$ cat src/rtl/exp_pkg.sv
// Shared definitions for the exp_max_align block-floating-point exponent finder.
// Default configuration, the compare-node pair type and the tree tie-break rule.
package exp_pkg;

  localparam int DEF_EXP_WIDTH = 4;
  localparam int DEF_NUM_IN    = 4;
  localparam int DEF_SAT_SHIFT = 7;
  localparam int IDX_W         = $clog2(DEF_NUM_IN);
  localparam int LEVELS        = $clog2(DEF_NUM_IN);

  // Equal exponents resolve to the even (lower-index) node, so the reported
  // index is always the first lane holding the maximum.
  localparam bit TIE_LOWER_IDX = 1'b1;

  typedef struct packed {
    logic [DEF_EXP_WIDTH-1:0] exp;
    logic [IDX_W-1:0]         idx;
  } exp_node_t;

  // Registered tree nodes are stored level after level; level 1 starts at 0.
  function automatic int lvl_offset(input int num_in, input int lvl);
    return num_in - 2 * (num_in >> lvl);
  endfunction

endpackage

$ cat src/rtl/exp_max_align_if.sv
// Streaming valid/ready bundle for exp_max_align: exponent input and aligned result output.
interface exp_max_align_if #(
  parameter int EXP_WIDTH = 4,
  parameter int NUM_IN    = 4
);

  localparam int IDX_W = $clog2(NUM_IN);

  logic                        in_valid;
  logic                        in_ready;
  logic [NUM_IN*EXP_WIDTH-1:0] in_exp;
  logic                        out_valid;
  logic                        out_ready;
  logic [EXP_WIDTH-1:0]        out_max_exp;
  logic [IDX_W-1:0]            out_max_idx;
  logic [NUM_IN*EXP_WIDTH-1:0] out_shift;
  logic [NUM_IN-1:0]           out_sat;

  modport master (
    output in_valid, in_exp, out_ready,
    input  in_ready, out_valid, out_max_exp, out_max_idx, out_shift, out_sat
  );

  modport slave (
    input  in_valid, in_exp, out_ready,
    output in_ready, out_valid, out_max_exp, out_max_idx, out_shift, out_sat
  );

endinterface

$ cat src/rtl/exp_cmp_node.sv
// Combinational two-input compare of (exp, idx) pairs for the max-exponent tree.
module exp_cmp_node
  import exp_pkg::*;
#(
  parameter int EXP_WIDTH = DEF_EXP_WIDTH,
  parameter int IDX_BITS  = IDX_W
) (
  input  logic [EXP_WIDTH-1:0] a_exp,
  input  logic [IDX_BITS-1:0]  a_idx,
  input  logic [EXP_WIDTH-1:0] b_exp,
  input  logic [IDX_BITS-1:0]  b_idx,
  output logic [EXP_WIDTH-1:0] y_exp,
  output logic [IDX_BITS-1:0]  y_idx
);

  logic pick_b;

  always_comb begin
    pick_b = (b_exp > a_exp) || (!TIE_LOWER_IDX && (b_exp == a_exp));
    y_exp  = pick_b ? b_exp : a_exp;
    y_idx  = pick_b ? b_idx : a_idx;
  end

endmodule

$ cat src/rtl/exp_max_align.sv
// Pipelined max-exponent finder with per-lane alignment shifts (latency LEVELS+1).
// Optional shift saturation is enabled by defining EXP_MAX_ALIGN_SAT_EN.
module exp_max_align #(
  parameter int EXP_WIDTH = 4,
  parameter int NUM_IN    = 4,
  parameter int SAT_SHIFT = 7
) (
  input logic               clk,
  input logic               rst_n,
  exp_max_align_if.slave    bus
);

  localparam int IDX_W  = $clog2(NUM_IN);
  localparam int LEVELS = $clog2(NUM_IN);
  localparam int NODES  = NUM_IN - 1;
  localparam int VEC_W  = NUM_IN * EXP_WIDTH;

  if (NUM_IN < 2 || (NUM_IN & (NUM_IN - 1)) != 0) begin : g_bad_num_in
    $error("NUM_IN must be a power of two and at least 2");
  end
  if (SAT_SHIFT >= (1 << EXP_WIDTH)) begin : g_bad_sat_shift
    $error("SAT_SHIFT must be below 2**EXP_WIDTH");
  end

  logic                                adv;
  logic [NODES-1:0][EXP_WIDTH-1:0]     win_exp;
  logic [NODES-1:0][IDX_W-1:0]         win_idx;
  logic [NODES-1:0][EXP_WIDTH-1:0]     node_exp_d, node_exp_q;
  logic [NODES-1:0][IDX_W-1:0]         node_idx_d, node_idx_q;
  logic [LEVELS-1:0]                   stg_valid_d, stg_valid_q;
  logic [LEVELS-1:0][VEC_W-1:0]        dly_d, dly_q;
  logic [NUM_IN-1:0][EXP_WIDTH-1:0]    raw_diff;
  logic [NUM_IN-1:0][EXP_WIDTH-1:0]    shift_calc;
  logic [NUM_IN-1:0]                   sat_calc;
  logic [EXP_WIDTH-1:0]                max_exp;

  logic                                out_valid_d, out_valid_q;
  logic [EXP_WIDTH-1:0]                out_max_exp_d, out_max_exp_q;
  logic [IDX_W-1:0]                    out_max_idx_d, out_max_idx_q;
  logic [VEC_W-1:0]                    out_shift_d, out_shift_q;
  logic [NUM_IN-1:0]                   out_sat_d, out_sat_q;

  // Level 1 compares raw input lanes; deeper levels compare the previous level's registers.
  for (genvar lv = 1; lv <= LEVELS; lv++) begin : g_lvl
    for (genvar j = 0; j < (NUM_IN >> lv); j++) begin : g_node
      localparam int R = exp_pkg::lvl_offset(NUM_IN, lv) + j;
      logic [EXP_WIDTH-1:0] a_exp, b_exp;
      logic [IDX_W-1:0]     a_idx, b_idx;

      if (lv == 1) begin : g_leaf
        assign a_exp = bus.in_exp[EXP_WIDTH*(2*j)   +: EXP_WIDTH];
        assign b_exp = bus.in_exp[EXP_WIDTH*(2*j+1) +: EXP_WIDTH];
        assign a_idx = IDX_W'(2*j);
        assign b_idx = IDX_W'(2*j+1);
      end else begin : g_inner
        localparam int C = exp_pkg::lvl_offset(NUM_IN, lv - 1) + 2*j;
        assign a_exp = node_exp_q[C];
        assign b_exp = node_exp_q[C+1];
        assign a_idx = node_idx_q[C];
        assign b_idx = node_idx_q[C+1];
      end

      exp_cmp_node #(
        .EXP_WIDTH (EXP_WIDTH),
        .IDX_BITS  (IDX_W)
      ) u_cmp (
        .a_exp (a_exp),
        .a_idx (a_idx),
        .b_exp (b_exp),
        .b_idx (b_idx),
        .y_exp (win_exp[R]),
        .y_idx (win_idx[R])
      );
    end
  end

  always_comb begin
    adv         = !out_valid_q || bus.out_ready;
    node_exp_d  = node_exp_q;
    node_idx_d  = node_idx_q;
    stg_valid_d = stg_valid_q;
    dly_d       = dly_q;
    if (adv) begin
      node_exp_d     = win_exp;
      node_idx_d     = win_idx;
      stg_valid_d[0] = bus.in_valid;
      dly_d[0]       = bus.in_exp;
      for (int l = 1; l < LEVELS; l++) begin
        stg_valid_d[l] = stg_valid_q[l-1];
        dly_d[l]       = dly_q[l-1];
      end
    end
  end

  // Final stage: the delayed original exponents line up with the tree root.
  always_comb begin
    max_exp    = node_exp_q[NODES-1];
    raw_diff   = '0;
    shift_calc = '0;
    sat_calc   = '0;
    for (int i = 0; i < NUM_IN; i++) begin
      raw_diff[i] = max_exp - dly_q[LEVELS-1][EXP_WIDTH*i +: EXP_WIDTH];
`ifdef EXP_MAX_ALIGN_SAT_EN
      sat_calc[i]   = raw_diff[i] > EXP_WIDTH'(SAT_SHIFT);
      shift_calc[i] = sat_calc[i] ? EXP_WIDTH'(SAT_SHIFT) : raw_diff[i];
`else
      shift_calc[i] = raw_diff[i];
`endif
    end
  end

  always_comb begin
    out_valid_d   = out_valid_q;
    out_max_exp_d = out_max_exp_q;
    out_max_idx_d = out_max_idx_q;
    out_shift_d   = out_shift_q;
    out_sat_d     = out_sat_q;
    if (adv) begin
      out_valid_d   = stg_valid_q[LEVELS-1];
      out_max_exp_d = max_exp;
      out_max_idx_d = node_idx_q[NODES-1];
      out_shift_d   = shift_calc;
      out_sat_d     = sat_calc;
    end
  end

  always_ff @(posedge clk) begin
    if (!rst_n) begin
      stg_valid_q   <= '0;
      out_valid_q   <= 1'b0;
      out_max_exp_q <= '0;
      out_max_idx_q <= '0;
      out_shift_q   <= '0;
      out_sat_q     <= '0;
    end else begin
      stg_valid_q   <= stg_valid_d;
      out_valid_q   <= out_valid_d;
      out_max_exp_q <= out_max_exp_d;
      out_max_idx_q <= out_max_idx_d;
      out_shift_q   <= out_shift_d;
      out_sat_q     <= out_sat_d;
    end
  end

  // Payload registers are qualified by the stage valid bits, so they need no reset.
  always_ff @(posedge clk) begin
    node_exp_q <= node_exp_d;
    node_idx_q <= node_idx_d;
    dly_q      <= dly_d;
  end

  assign bus.in_ready    = adv;
  assign bus.out_valid   = out_valid_q;
  assign bus.out_max_exp = out_max_exp_q;
  assign bus.out_max_idx = out_max_idx_q;
  assign bus.out_shift   = out_shift_q;
  assign bus.out_sat     = out_sat_q;

endmodule

$ cat src/flat_wrapper.sv
// flat-port wrapper written by rule: the top's interface ports become plain ports
module exp_max_align_flat 
#(
  parameter int EXP_WIDTH = 4,
  parameter int NUM_IN    = 4,
  parameter int SAT_SHIFT = 7
)
  (clk, rst_n, bus_in_valid, bus_in_exp, bus_out_ready, bus_in_ready, bus_out_valid, bus_out_max_exp, bus_out_max_idx, bus_out_shift, bus_out_sat);
  exp_max_align_if #(.EXP_WIDTH(EXP_WIDTH), .NUM_IN(NUM_IN)) bus_i ();
  input logic clk;
  input logic rst_n;
  input wire logic [$bits(bus_i.in_valid)-1:0] bus_in_valid;
  input wire logic [$bits(bus_i.in_exp)-1:0] bus_in_exp;
  input wire logic [$bits(bus_i.out_ready)-1:0] bus_out_ready;
  output wire logic [$bits(bus_i.in_ready)-1:0] bus_in_ready;
  output wire logic [$bits(bus_i.out_valid)-1:0] bus_out_valid;
  output wire logic [$bits(bus_i.out_max_exp)-1:0] bus_out_max_exp;
  output wire logic [$bits(bus_i.out_max_idx)-1:0] bus_out_max_idx;
  output wire logic [$bits(bus_i.out_shift)-1:0] bus_out_shift;
  output wire logic [$bits(bus_i.out_sat)-1:0] bus_out_sat;
  assign bus_i.in_valid = bus_in_valid;
  assign bus_i.in_exp = bus_in_exp;
  assign bus_i.out_ready = bus_out_ready;
  assign bus_in_ready = bus_i.in_ready;
  assign bus_out_valid = bus_i.out_valid;
  assign bus_out_max_exp = bus_i.out_max_exp;
  assign bus_out_max_idx = bus_i.out_max_idx;
  assign bus_out_shift = bus_i.out_shift;
  assign bus_out_sat = bus_i.out_sat;
  exp_max_align #(.EXP_WIDTH(EXP_WIDTH), .NUM_IN(NUM_IN), .SAT_SHIFT(SAT_SHIFT)) u_core (.clk(clk), .rst_n(rst_n), .bus(bus_i));
endmodule
$ cat config.mk
export PLATFORM = sky130hd
export DESIGN_NAME = exp_max_align_flat
export DESIGN_NICKNAME = d
export VERILOG_FILES = /design/src/rtl/exp_pkg.sv /design/src/rtl/exp_max_align_if.sv /design/src/rtl/exp_cmp_node.sv /design/src/rtl/exp_max_align.sv /design/src/flat_wrapper.sv
export SDC_FILE = /design/constraint.sdc
export NUM_CORES = 1
export LEC_CHECK = 0
export ABC_AREA = 1
export CORE_UTILIZATION = 35
export CTS_CLUSTER_SIZE = 30
export DETAILED_ROUTE_END_ITERATION = 7
export SLEW_MARGIN = 10
export SYNTH_ARGS = -nofsm -noshare
export SYNTH_HDL_FRONTEND = slang
export SYNTH_SLANG_ARGS = --single-unit
export TNS_END_PERCENT = 30
$ cat constraint.sdc
create_clock -name clk -period 1.8 [get_ports clk]
set_input_delay 0.36 -clock clk [delete_from_list [all_inputs] [get_ports clk]]
set_output_delay 0.36 -clock clk [all_outputs]
set_load 0.03 [all_outputs]
# Yosys cells after proc, flatten, opt, wreduce, memory -nomap -nowiden

Cells that the tools add are included.

Flip-flop bits (word level): 75
Bits in latches: 0
RAM bits: 0
ROM bits: 0
Input bits: 20
Output and inout port bits: 28
Word-level logic and storage cells: 28
Memories kept: 0

$add $sub $neg: 4
Multipliers: 0
Divide/modulo/power cells: 0
Magnitude comparators: 3
Equal/unequal tests: 0
Shifts and indexed selects: 0
Muxes and demuxes: 6
Bitwise logic cells: 0
Reduce and logical (&&, ||, !) cells: 2

Operators with widths:

| cell             | number |
|---|---|
| $sub 4x4->4      | 4 |
| $gt 4x4->1       | 3 |
| $mux 4           | 3 |
| $mux 1           | 2 |
| $mux 2           | 1 |
| $logic_not 1->1  | 1 |
| $logic_or 1x1->1 | 1 |

# Logic depth before layout (Yosys ltp)

Word-level depth: 2
Gate-level depth with buffers: 10
Gate-level depth less buffers: 10

# Cells and area by module

Synthesis repeated with hierarchy kept, for this count alone.

Cell total of the unflattened synthesis: 351
Area, all modules: 3629.7 sq um

Modules (own cells, without submodules):

| module        | times used | cells each | area each (sq um) | seq. area each (sq um) |
|---|---|---|---|---|
| exp_max_align | 1          | 240        | 2927.8            | 2001.9 |
| exp_cmp_node  | 3          | 37         | 234.0             | 0.0 |

# Worst setup path before layout

No wires, ideal clock.

Kind: reg2reg
Start: register u_core.out_valid_q, in the netlist u_core.bus.out_valid
End: register u_core.dly_q[0] (netlist bit), enable pin
Setup time: 366 ps
Arrival: 1129 ps
Data required time: 1434 ps
Setup slack: 305 ps
Stages on the path, launching flop included: 6
Buffers on the path: 2
Period minus slack after synthesis: 1495 ps
Cell sequence: dfxtp_1 inv_1 nor2_4 inv_2 buf_6 buf_6

Word-level cells in the longest chain between the ends: 2

Ends and longest elaborated chain:

| element                  | line                 | RTL |
|---|---|---|
| start: declaration       | exp_max_align.sv:37  | `logic out_valid_d, out_valid_q;` |
| start signal: assignment | exp_max_align.sv:137 | `out_valid_q <= out_valid_d;` |
| $logic_not 1->1          | exp_max_align.sv:78  | `adv = !out_valid_q \|\| bus.out_ready;` |
| $logic_or 1x1->1         | exp_max_align.sv:78  |  |
| net bus_in_ready         | flat_wrapper.sv:15   | `output wire logic [$bits(bus_i.in_ready)-1:0] bus_in_ready;` |
| end signal: assignment   | exp_max_align.sv:149 | `dly_q <= dly_d;` |
| end: declaration         | exp_max_align.sv:31  | `logic [LEVELS-1:0][VEC_W-1:0] dly_d, dly_q;` |

The timed path passes the listed nets, and every way through them passes these cells.
A chain may end at the register's enable or synchronous reset.

# Worst setup path in the final report

Start: input bus_out_ready
End: output bus_in_ready

Word-level cells in the longest chain between the ends: 1

Ends and longest elaborated chain:

| element            | line                | RTL |
|---|---|---|
| start: declaration | flat_wrapper.sv:14  | `input wire logic [$bits(bus_i.out_ready)-1:0] bus_out_ready;` |
| $logic_or 1x1->1   | exp_max_align.sv:78 |  |
| end: declaration   | flat_wrapper.sv:15  |  |

Every way passes these cells.

==> run metrics <==
status=finished clean; Hold Path Sink=u_core.dly_q[16]$_DFFE_PP_; final instance count without filler cells=535; largest net degree at the start of global routing=26; ys flop type=edfxtp_1; Hold Crit Class=reg2reg; critical path, cell by cell=clkdlybuf4s50_1 > nor2_4 > inv_2 > buf_4; CORE AREA=9330 um^2; Die Y=100 um; Unique masters post-synth=25; IO Count=48; Synth area leaders=edfxtp_1 43%, dfxtp_1 15%, ha_1 8.9%, nand2_1 6.9%, inv_1 4.6%; routed vias/inst=4.17; final hold viol count=0; Worst path max stage delay=0.50 ns; worst hold path stage count=0; critical path type=in2out; Final setup viols=0; Clock Tree Root=clkbuf_8; number of buffers created by CTS=9; Period minus WS final=1.75 ns; Synth top area share=0.425; starting density of the core=0.364; worst hold start=u_core.dly_q[0]$_DFFE_PP_; Gate power share=0.341; synth warn=0; Required @ worst endpoint=1.44 ns; die area=10100 um^2; RSZ-0062 raised after global routing=false; R2R Path End=u_core.bus.out_shift[1]$_SDFFE_PN0P_; GRT Util Overall=0.121; Max VDD drop=0.000433 V; area grow syn2layout=26.7%; most common cell in the synthesized netlist=nand2_1; family with the most delay on the worst path=buffers and inverters; synth cell count leaders=62 x nand2_1, 48 x edfxtp_1, 42 x inv_1, 26 x nand3_1, 25 x dfxtp_1; Leak=1.98 nW; endpoint arrival time on the critical path=1.39 ns; Post-synth EDFFs=48; Sw Pwr=1.81 mW; DRC=0; Buf/Inv on CP=3; Routed WL per cell=10.0 um; die width=100 um; Flop pwr share=0.447; final core area utilization=0.461; fraction of layout cells with a size suffix above 1=0.153; nets=449; number of cell rows=35; global route overflow=0; crit end category=output port; Setup crit start kind=input port; DP Area=4130 um^2; Post-CTS Setup Bufs=0; first-pass GRT wire length=9350 um; cell accounting for the most synthesized area=edfxtp_1; flop-to-flop setup slack=0.23 ns; Syn Std Cell Area=3390 um^2; CTS Buffer Depth=2; GP Congestion=0.761; average size of a mapped cell=10.3 um^2; Pint=3.40 mW; Setup TNS Final=0 ns; CP Max Fanout=11; vias in the first global route=2132; worst skew pair latency=0.35 ns; Final ANT Viol Nets=0; PwrDens=1210 nW/um^2; final worst clock skew=0.00507 ns; initial antenna violation count=0; clock power share=0.212; Post-CTS Hold Buffers=0; H-Tree Depth=3; FF-to-FF Start=u_core.max_exp[0]$_DFFE_PP_; Switching Fraction=0.348; final worst-path cycle share=0.970; design area=4300 um^2; Slew Viols, Final=0; DRT iter0 DRCs=86; first-pass iteration count of the detailed router=4; FF-to-FF path depth=6; CTS resizes=0; clock transition at the registers of the reported paths=0.07 ns; Placed Cells=519; ANT cells=0; FF+latch count, synth=73; number of port buffers=43; CTS Sinks=73; ys async rst share=0; CTS tree=done; Fmax achieved=573 MHz; Synth Instances=330; routed wire length=5360 um; Max-cap violations=0; sequential area share after synthesis=0.573; Slowest-stage cell, CP=clkdlybuf4s50_1; Post-DP HPWL=4130 um; DR vias=2232
[registers in the layout (all words and copies together), names as in the netlist, 2 cells and up]
register / flops
u_core.dly_q: 32
u_core.bus.out_shift: 16
u_core.bus.out_max_exp: 4
u_core.g_lvl.g_node.a_exp: 4
u_core.g_lvl.g_node.b_exp: 4
u_core.max_exp: 4
u_core.bus.out_max_idx: 2
u_core.node_idx_q: 2
u_core.stg_valid_q: 2
[final cells by class]
| class | count | area [um^2] |
|---|---|---|
| Clock buffer | 9 | 124 |
| Clock inverter | 7 | 46.3 |
| Fill cell | 886 | 5030 |
| Inverter | 53 | 199 |
| Multi-Input combinational cell | 196 | 1180 |
| Sequential cell | 73 | 1940 |
| Tap cell | 129 | 161 |
| Timing Repair Buffer | 68 | 641 |
[layer usage]
metal / vias up / GRT usage / part of all wire
met1: 958 / 0.150 / 0.48
met2: 43 / 0.192 / 0.45
met5: - / 0 / 0
met3: 9 / 0.0348 / 0.041
li1: 1222 / - / -
met4: 0 / 0.0602 / 0.020
[power by group through the flow]
stage / Combinational (mW) / Sequential, mW / Clock, mW
after CTS: 1.80 / 2.34 / 1.14
after global placement: 1.77 / 2.37 / 0
after floorplan: 0.876 / 2.66 / 0
final: 1.78 / 2.33 / 1.10
after global routing: 2.01 / 2.37 / 1.21
after detailed placement: 1.80 / 2.37 / 0
[worst max path at each step]
stage,depth (start not counted),end,from
global route,10,u_core.g_lvl[2].g_node[0].b_exp[3]$_DFFE_PP_,bus_in_exp[9]
detailed placement,10,u_core.g_lvl[2].g_node[0].b_exp[1]$_DFFE_PP_,bus_in_exp[9]
CTS,4,bus_in_ready,bus_out_ready
global placement,10,u_core.g_lvl[2].g_node[0].b_exp[3]$_DFFE_PP_,bus_in_exp[9]
finish,4,bus_in_ready,bus_out_ready
floorplan,5,u_core.dly_q[0]$_DFFE_PP_,u_core.bus.out_valid$_SDFFE_PN0P_
[logic make-up after synthesis]
kind of cell             count (synthesis)  share of synthesized area
AND/OR/NAND/NOR                        117                      0.146
flip-flops                              73                      0.573
buffers and inverters                   64                     0.0815
AO/OA/AOI/OAI                           43                     0.0764
adder cells (fa/ha/maj)                 28                      0.112
XOR/XNOR                                 4                     0.0103
other                                    1                    0.00111
[stage by stage]
step | hold WS, ns | setup WS [ns] | power (mW)
6_report | 0.422 | 0.0543 | 5.21
5_1_grt | 0.428 | 0.00685 | 5.59
4_1_cts | 0.423 | 0.0418 | 5.28
3_5_place_dp | 0.405 | -0.216 | 4.17
3_3_place_gp | 0.401 | -0.177 | 4.14
2_1_floorplan | 0.400 | 0.305 | 3.54
[placed cells by master, fill, tap and decap left out, types with 3 or more instances in the layout]
| cell type | instances |
|---|---|
| nand2_1 | 62 |
| edfxtp_1 | 48 |
| inv_1 | 42 |
| clkdlybuf4s50_1 | 42 |
| nand3_1 | 26 |
| dfxtp_1 | 25 |
| ha_1 | 24 |
| buf_4 | 24 |
| nor2_1 | 22 |
| o21ai_1 | 15 |
| a21oi_2 | 9 |
| o21ai_0 | 9 |
| clkbuf_8 | 9 |
| inv_2 | 7 |
| a21oi_1 | 6 |
| clkinv_1 | 5 |
| nand2_2 | 4 |
| xnor2_1 | 4 |
| fa_1 | 4 |
| conb_1 | 4 |
| o21bai_1 | 3 |
No activity file was read; power rests on OpenSTA's default activity.
